File: config.mk
export PLATFORM = sky130hd
export DESIGN_NAME = pipe_stage_skid_flat
export DESIGN_NICKNAME = d
export VERILOG_FILES = /design/src/rtl/pipe_stage_skid_pkg.sv /design/src/rtl/pipe_stage_skid_if.sv /design/src/rtl/pipe_stage_skid_sat_counter.sv /design/src/rtl/pipe_stage_skid.sv /design/src/flat_wrapper.sv
export SDC_FILE = /design/constraint.sdc
export NUM_CORES = 1
export LEC_CHECK = 0
export ABC_AREA = 1
export CAP_MARGIN = 20
export CORE_ASPECT_RATIO = 2
export CORE_MARGIN = 2
export CORE_UTILIZATION = 51
export CTS_CLUSTER_DIAMETER = 40
export DETAILED_ROUTE_END_ITERATION = 6
export PLACE_DENSITY = 0.87
export SLEW_MARGIN = 20
export SYNTH_ARGS = -nofsm -noshare
export SYNTH_HDL_FRONTEND = slang
export SYNTH_HIERARCHICAL = 1
export SYNTH_SLANG_ARGS = --single-unit
File: constraint.sdc
create_clock -name clk -period 10.5 [get_ports clk]
set_clock_uncertainty 0.2 [all_clocks]
set_input_delay 3.15 -clock clk [delete_from_list [all_inputs] [get_ports clk]]
set_output_delay 3.15 -clock clk [all_outputs]
set_load 0.01 [all_outputs]
File: src/rtl/pipe_stage_skid_pkg.sv
// Shared types and default widths for the elastic pipeline stage.
// Optional performance counters are enabled with PIPE_STAGE_PERF_EN.
package pipe_pkg;

  localparam int CTRL_W_DEF = 16;
  localparam int DATA_W_DEF = 100;
  localparam int CNT_W_DEF  = 32;

  // Encoding doubles as the live-entry count driven on occupancy.
  typedef enum logic [1:0] {
    EMPTY = 2'd0,
    ONE   = 2'd1,
    FULL  = 2'd2
  } state_e;

  // ID/EX control bundle; users pack it (zero-extended) into the ctrl field.
  typedef struct packed {
    logic       pc_src;
    logic       reg_write;
    logic       mem_to_reg;
    logic       mem_write;
    logic [2:0] alu_control;
    logic       branch;
    logic       alu_src;
    logic [1:0] flag_write;
    logic [3:0] cond;
  } idex_ctrl_t;

  // Zero-extend an ID/EX bundle to the default control width.
  function automatic logic [CTRL_W_DEF-1:0] pack_idex_ctrl(input idex_ctrl_t c);
    return CTRL_W_DEF'(c);
  endfunction

endpackage

File: src/rtl/pipe_stage_skid_if.sv
// Valid/ready bundle carrying a control word and a data word.
// master drives valid/ctrl/data, slave drives ready.
interface pipe_stage_skid_if #(
  parameter int CTRL_W = pipe_pkg::CTRL_W_DEF,
  parameter int DATA_W = pipe_pkg::DATA_W_DEF
) ();

  logic              valid;
  logic              ready;
  logic [CTRL_W-1:0] ctrl;
  logic [DATA_W-1:0] data;

  modport master (output valid, output ctrl, output data, input  ready);
  modport slave  (input  valid, input  ctrl, input  data, output ready);

endinterface

File: src/rtl/pipe_stage_skid_sat_counter.sv
// Saturating up-counter used for the optional stage performance counters.
module pipe_sat_counter #(
  parameter int CNT_W = pipe_pkg::CNT_W_DEF
) (
  input  logic             clk,
  input  logic             rst,
  input  logic             inc_i,
  output logic [CNT_W-1:0] cnt_o
);

  localparam logic [CNT_W-1:0] ONE_C = {{(CNT_W-1){1'b0}}, 1'b1};

  logic [CNT_W-1:0] cnt_q;

  // Count up on inc_i and stick at all-ones.
  // NOTE: sequential state uses non-blocking assignments so every register samples pre-edge values.
  always_ff @(posedge clk or posedge rst) begin
    if (rst) begin
      cnt_q <= '0;
    end else if (inc_i && (cnt_q != '1)) begin
      cnt_q <= cnt_q + ONE_C;
    end
  end

  assign cnt_o = cnt_q;

endmodule

File: src/rtl/pipe_stage_skid.sv
// Elastic pipeline register with a 2-entry skid buffer and synchronous flush.
// Define PIPE_STAGE_PERF_EN to add stall/bubble/flush saturating counters.
module pipe_stage_skid
  import pipe_pkg::*;
#(
  parameter int CTRL_W = CTRL_W_DEF,
  parameter int DATA_W = DATA_W_DEF
`ifdef PIPE_STAGE_PERF_EN
  ,
  parameter int CNT_W  = CNT_W_DEF
`endif
) (
  input  logic               clk,
  input  logic               rst,
  input  logic               flush_i,
  pipe_stage_skid_if.slave   up_if,
  pipe_stage_skid_if.master  dn_if,
  output logic [1:0]         occupancy_o
`ifdef PIPE_STAGE_PERF_EN
  ,
  output logic [CNT_W-1:0]   stall_cnt_o,
  output logic [CNT_W-1:0]   bubble_cnt_o,
  output logic [CNT_W-1:0]   flush_cnt_o
`endif
);

  state_e            state_q;
  logic [CTRL_W-1:0] main_ctrl_q;
  logic [DATA_W-1:0] main_data_q;
  logic [CTRL_W-1:0] skid_ctrl_q;
  logic [DATA_W-1:0] skid_data_q;
  logic              in_ready_q;

  logic out_valid;
  logic accept;
  logic emit;

  assign out_valid = (state_q != EMPTY);
  assign accept    = up_if.valid & in_ready_q;
  assign emit      = out_valid & dn_if.ready;

  // NOTE: in_ready is a register of "skid not full", so out_ready never reaches it combinationally.
  assign up_if.ready = in_ready_q;
  assign dn_if.valid = out_valid;
  assign dn_if.ctrl  = main_ctrl_q;
  assign dn_if.data  = main_data_q;
  assign occupancy_o = state_q;

  // Main/skid FSM: FIFO order, flush squashes control and empties the stage.
  // NOTE: data registers are reset as well because out_data must read zero out of reset.
  always_ff @(posedge clk or posedge rst) begin
    if (rst) begin
      state_q     <= EMPTY;
      main_ctrl_q <= '0;
      main_data_q <= '0;
      skid_ctrl_q <= '0;
      skid_data_q <= '0;
      in_ready_q  <= 1'b1;
    end else if (flush_i) begin
      state_q     <= EMPTY;
      main_ctrl_q <= '0;
      skid_ctrl_q <= '0;
      in_ready_q  <= 1'b1;
    end else begin
      case (state_q)
        EMPTY: begin
          if (accept) begin
            main_ctrl_q <= up_if.ctrl;
            main_data_q <= up_if.data;
            state_q     <= ONE;
          end
        end
        ONE: begin
          if (emit && accept) begin
            main_ctrl_q <= up_if.ctrl;
            main_data_q <= up_if.data;
          end else if (emit) begin
            main_ctrl_q <= '0;
            state_q     <= EMPTY;
          end else if (accept) begin
            skid_ctrl_q <= up_if.ctrl;
            skid_data_q <= up_if.data;
            in_ready_q  <= 1'b0;
            state_q     <= FULL;
          end
        end
        FULL: begin
          if (emit) begin
            main_ctrl_q <= skid_ctrl_q;
            main_data_q <= skid_data_q;
            skid_ctrl_q <= '0;
            in_ready_q  <= 1'b1;
            state_q     <= ONE;
          end
        end
        default: begin
          state_q     <= EMPTY;
          main_ctrl_q <= '0;
          skid_ctrl_q <= '0;
          in_ready_q  <= 1'b1;
        end
      endcase
    end
  end

`ifdef PIPE_STAGE_PERF_EN
  pipe_sat_counter #(.CNT_W(CNT_W)) u_stall_cnt (
    .clk   (clk),
    .rst   (rst),
    .inc_i (out_valid & ~dn_if.ready),
    .cnt_o (stall_cnt_o)
  );

  pipe_sat_counter #(.CNT_W(CNT_W)) u_bubble_cnt (
    .clk   (clk),
    .rst   (rst),
    .inc_i (~out_valid),
    .cnt_o (bubble_cnt_o)
  );

  pipe_sat_counter #(.CNT_W(CNT_W)) u_flush_cnt (
    .clk   (clk),
    .rst   (rst),
    .inc_i (flush_i),
    .cnt_o (flush_cnt_o)
  );
`endif

endmodule

File: src/flat_wrapper.sv
// flat-port wrapper written by rule: the top's interface ports become plain ports
module pipe_stage_skid_flat import pipe_pkg::*;
#(
  parameter int CTRL_W = CTRL_W_DEF,
  parameter int DATA_W = DATA_W_DEF

)
  (clk, rst, flush_i, occupancy_o, up_if_valid, up_if_ctrl, up_if_data, up_if_ready, dn_if_valid, dn_if_ctrl, dn_if_data, dn_if_ready);
  pipe_stage_skid_if #(.CTRL_W(CTRL_W), .DATA_W(DATA_W)) up_if_i ();
  pipe_stage_skid_if #(.CTRL_W(CTRL_W), .DATA_W(DATA_W)) dn_if_i ();
  input  logic clk;
  input  logic rst;
  input  logic flush_i;
  output logic [1:0] occupancy_o;
  input wire logic [$bits(up_if_i.valid)-1:0] up_if_valid;
  input wire logic [$bits(up_if_i.ctrl)-1:0] up_if_ctrl;
  input wire logic [$bits(up_if_i.data)-1:0] up_if_data;
  output wire logic [$bits(up_if_i.ready)-1:0] up_if_ready;
  output wire logic [$bits(dn_if_i.valid)-1:0] dn_if_valid;
  output wire logic [$bits(dn_if_i.ctrl)-1:0] dn_if_ctrl;
  output wire logic [$bits(dn_if_i.data)-1:0] dn_if_data;
  input wire logic [$bits(dn_if_i.ready)-1:0] dn_if_ready;
  assign up_if_i.valid = up_if_valid;
  assign up_if_i.ctrl = up_if_ctrl;
  assign up_if_i.data = up_if_data;
  assign up_if_ready = up_if_i.ready;
  assign dn_if_valid = dn_if_i.valid;
  assign dn_if_ctrl = dn_if_i.ctrl;
  assign dn_if_data = dn_if_i.data;
  assign dn_if_i.ready = dn_if_ready;
  pipe_stage_skid #(.CTRL_W(CTRL_W), .DATA_W(DATA_W)) u_core (.clk(clk), .rst(rst), .flush_i(flush_i), .up_if(up_if_i), .dn_if(dn_if_i), .occupancy_o(occupancy_o));
endmodule
* Word level (Yosys, flattened, before mapping)
Index checks and enable logic that the tools add are counted. Widths: inputs -> output; s select.
Operators by class: eq/ne operators 13, muxes and demuxes 27, bitwise logic cells 5, reductions and logical operators 9
Operator list (count):
- $mux 100 | 3
- $pmux 100 s3 | 1
- $mux 16 | 8
- $pmux 16 s3 | 2
- $reduce_and 5->1 | 3
- $mux 2 | 6
- $ne 3x2->1 const B | 3
- $ne 4x2->1 const B | 2
- $ne 2x1->1 const B | 3
- $ne 3x3->1 const B | 2
- $pmux 2 s3 | 1
- $mux 1 | 5
- $reduce_and 4->1 | 1
- $not 1->1 | 3
- $pmux 1 s3 | 1
- $reduce_and 3->1 | 1
- $reduce_bool 3->1 | 1
- $and 1x1->1 | 2
- $eq 2x1->1 const B | 1
- $eq 2x2->1 const B | 1
- $logic_not 2->1 | 1
- $ne 2x2->1 const B | 1
- $reduce_bool 2->1 | 1
- $logic_and 1x1->1 | 1
Word-level totals: register bits after elaboration 235, input bits 121, output and inout port bits 120, logic and storage cells 60

* Longest topological paths before layout
depth after elaboration 6, gate-level depth with buffers 8, mapped depth without buffers 8

* Worst setup path before layout
No wires, ideal clock.
path type input to register, start input port flush_i, end register u_core.main_data_q[10], in the netlist u_core/dn_if.data[10], library setup time 66 ps, data arrival time 4070 ps, slack 6164 ps, stages 7, path through nor2_2 -> nor2_1 -> a21oi_1 -> buf_2 -> buf_2 -> nand3_1 -> nand2_1
Between the ends: word-level cells in the longest chain between the ends 2
Ends and longest elaborated chain:
- start: declaration | line flat_wrapper.sv:13 | input logic flush_i;
- $not 1->1 (no source line)
- $reduce_and 5->1 (no source line)
- end signal: assignment | line pipe_stage_skid.sv:69 | main_data_q <= up_if.data;
- end signal: assignment | line pipe_stage_skid.sv:76 | main_data_q <= up_if.data;
- end signal: assignment | line pipe_stage_skid.sv:90 | main_data_q <= skid_data_q;
- end: declaration | line pipe_stage_skid.sv:29 | logic [DATA_W-1:0] main_data_q;
Every way passes these cells. A chain may end at the register's enable or synchronous reset.

* Final worst setup path
start input port flush_i, end register u_core.main_data_q[35], in the netlist u_core/dn_if.data[35]
Same word-level chain as after synthesis.

==> flow_metrics.tcl <==
set metrics [dict create \
    status "completed" \
    postCtsHoldBufs 0 \
    clk_path_buf_depth 3 \
    drc_errors 0 \
    power_density_mw_per_mm2 245.1 \
    grt_first_pass_wirelength_um 46780 \
    wl_um 28430 \
    cts_root_buffer "clkbuf_16" \
    final_max_slew_viol_count 0 \
    maxClockFrequency_mhz 189.7 \
    synthCells 1374 \
    drv_cap 0 \
    start_util 0.5163 \
    yosysSeqAreaShare 0.5593 \
    vias 9550 \
    finalSetupViolCount 0 \
    gr-total-overflow 0 \
    fin_crit_sh 0.5019 \
    tightestPinTransition_ns 1.139 \
    place_congestion 0.8423 \
    clk_latency_ns 0.50 \
    htree_num_levels 1 \
    die_w_um 105.5 \
    rsz0062_at_grt "false" \
    portBuffers 240 \
    worstPathArrival_ns 5.50 \
    yosys-top-cells-area "dfrtp_1 56%, nand2_1 30%, nand3_1 4.9%" \
    die_h_um 207.1 \
    stdcell_count 1850 \
    rows 74 \
    cts_sinks 235 \
    end_kind "flop" \
    relSlewSlack 0.2404 \
    hp-class "flop to flop" \
    fin_setup_tns_ns 0 \
    cts_repair_resize_count 0 \
    viasPerCell 5.162 \
    antenna_left 0 \
    synth_cell_type_count 18 \
    startpoint_type "primary input" \
    worstPathMaxFanout 100 \
    required_ns 10.73 \
    first_iter_violations 632 \
    hold_viol 0 \
    wire_per_inst_um 15.37 \
    crit_type "primary input to flop" \
    period_minus_slack_ns 5.270 \
    synth.avg_cell_area_um2 7.654 \
    leakagePower_nw 7.206 \
    synth_warnings 6 \
    syn_nets 1495 \
    first_pass_iters 5 \
    yosysTopAreaCell "dfrtp_1" \
    final_nets 1684 \
    cts_made_buffers 22 \
    ys_ff_latch 235 \
    grt_pass1_vias 9648 \
    cts_tree "built" \
    core_area_mm2 0.02037 \
    grt.total_usage 0.2609 \
    area.growth.synth_to_final_pct 30.85 \
    yosysTopAreaCellShare 0.5568 \
    io_pins 241 \
    dp.cells 1805 \
    drive_above_1_share 0.03992 \
    die-area_mm2 0.02185 \
    cts_setup_buffers 0 \
    antenna_found_initial 6 \
    vdd_drop_max_uv 149.0 \
    grt_max_degree 160 \
    clkTransAtPathRegs_ns 0.07 \
    syn_area_mm2 0.01052 \
    dp_hpwl_um 17920 \
]
==> cell usage after synthesis <==
cell      count
o21ai_1      21
inv_2         3
buf_4        14
nor2_2        2
a21oi_1       2
nand3_2       3
nor2_4        2
buf_2        44
o21ai_0      41
buf_1         5
clkbuf_1     19
nor2_1        5
dfrtp_1     234
dfstp_2       1
nand2_1     836
inv_1        37
nand3_1     104
and2_1        1
==> cell families (layout without fill, tap and decap cells) <==
family / after synthesis / in the layout / synth area share
and+or+nand+nor: 953 / 953 / 0.3565
DFF: 235 / 235 / 0.5593
buffers and inverters: 122 / 326 / 0.05378
AOI/OAI and AO/OA: 64 / 64 / 0.03046
other: 0 / 6 / 0
==> critical path, stage by stage <==
cell and delay, ns:
clkdlybuf4s50_1 0.46, nor2_2 0.25, nor2_1 0.14, a21oi_4 0.20, buf_4 0.85, nand3_1 0.22
nand2_1 0.14
==> registers in the layout (all words and copies together), names as in the netlist <==
| name | flops |
|---|---|
| u_core/dn_if.data | 100 |
| u_core/dn_if.ctrl | 16 |
| u_core/skid_data_q | 100 |
| u_core/skid_ctrl_q | 16 |
| u_core/up_if.ready | 1 |
| u_core/occupancy_o | 2 |
==> cell usage in the layout, fill, tap and decap left out, types with 2 or more instances in the layout <==
| cell type | count |
|---|---|
| nor2_1 | 5 |
| clkbuf_16 | 23 |
| dfrtp_1 | 234 |
| nor2_4 | 2 |
| o21ai_1 | 19 |
| diode_2 | 6 |
| nand2_1 | 834 |
| inv_1 | 36 |
| o21ai_0 | 41 |
| bufinv_16 | 2 |
| clkbuf_8 | 7 |
| nand3_1 | 104 |
| nand3_2 | 3 |
| clkinv_2 | 3 |
| inv_2 | 2 |
| nor2_2 | 2 |
| clkdlybuf4s50_1 | 240 |
| clkinv_8 | 2 |
| buf_4 | 6 |
==> layout make-up <==
| type | instances | area (µm²) |
|---|---|---|
| sequential | 235 | 5882 |
| inverter | 40 | 165.2 |
| fill | 1592 | 6609 |
| clock buffer | 30 | 671.9 |
| antenna | 6 | 15.01 |
| multi-input combinational | 1017 | 4119 |
| timing repair buffer | 247 | 2459 |
| clock inverter | 9 | 116.4 |
| tap | 266 | 332.8 |
==> per-layer routing <==
layer  share of wire  routed length, µm  GRT usage  vias to the layer above
li1                -                  -          -                     4590
met1            0.37              10400     0.3050                     4491
met2            0.52              14720     0.4543                      378
met3           0.054               1524    0.02958                       91
met4           0.063               1785     0.1565                        0
met5               0                  0          0                        -
==> stage by stage <==
stage	utilization	worst slack [ns]	hold slack, ns	power (W)	cell area, µm²
floorplan	-	0.7053	0.2422	0.001975	10520
global placement	0.6351	4.761	0.2531	0.002486	12940
detailed placement	0.6351	4.646	0.2575	0.002536	12940
CTS	0.6738	5.182	0.2737	0.003400	13720
global route	0.6756	5.072	0.2878	0.003585	13760
finish	0.6756	5.230	0.2699	0.003373	13760
==> where the power goes <==
part           total [W]  internal, W  leakage, nW  switching (W)
combinational    0.00106     0.000513         3.87       0.000548
clock           0.000848     0.000501        0.389       0.000347
sequential       0.00146      0.00127         2.94       0.000199
==> worst paths after layout <==
check                                           start                    end  slack, ns  cells after the start
worst max-delay path                          flush_i  u_core/dn_if.data[35]       5.23                      7
worst min-delay path            u_core/dn_if.data[94]  u_core/dn_if.data[94]       0.27                      2
worst max register to register  u_core/occupancy_o[1]  u_core/dn_if.data[35]       7.49                      7
worst min register to register  u_core/dn_if.data[94]  u_core/dn_if.data[94]       0.27                      2
max in group asynchronous                         rst   u_core/dn_if.data[0]       5.50                      3
min in group asynchronous                         rst  u_core/dn_if.data[31]       2.99                      2
Power figures use the tool's default switching activity.
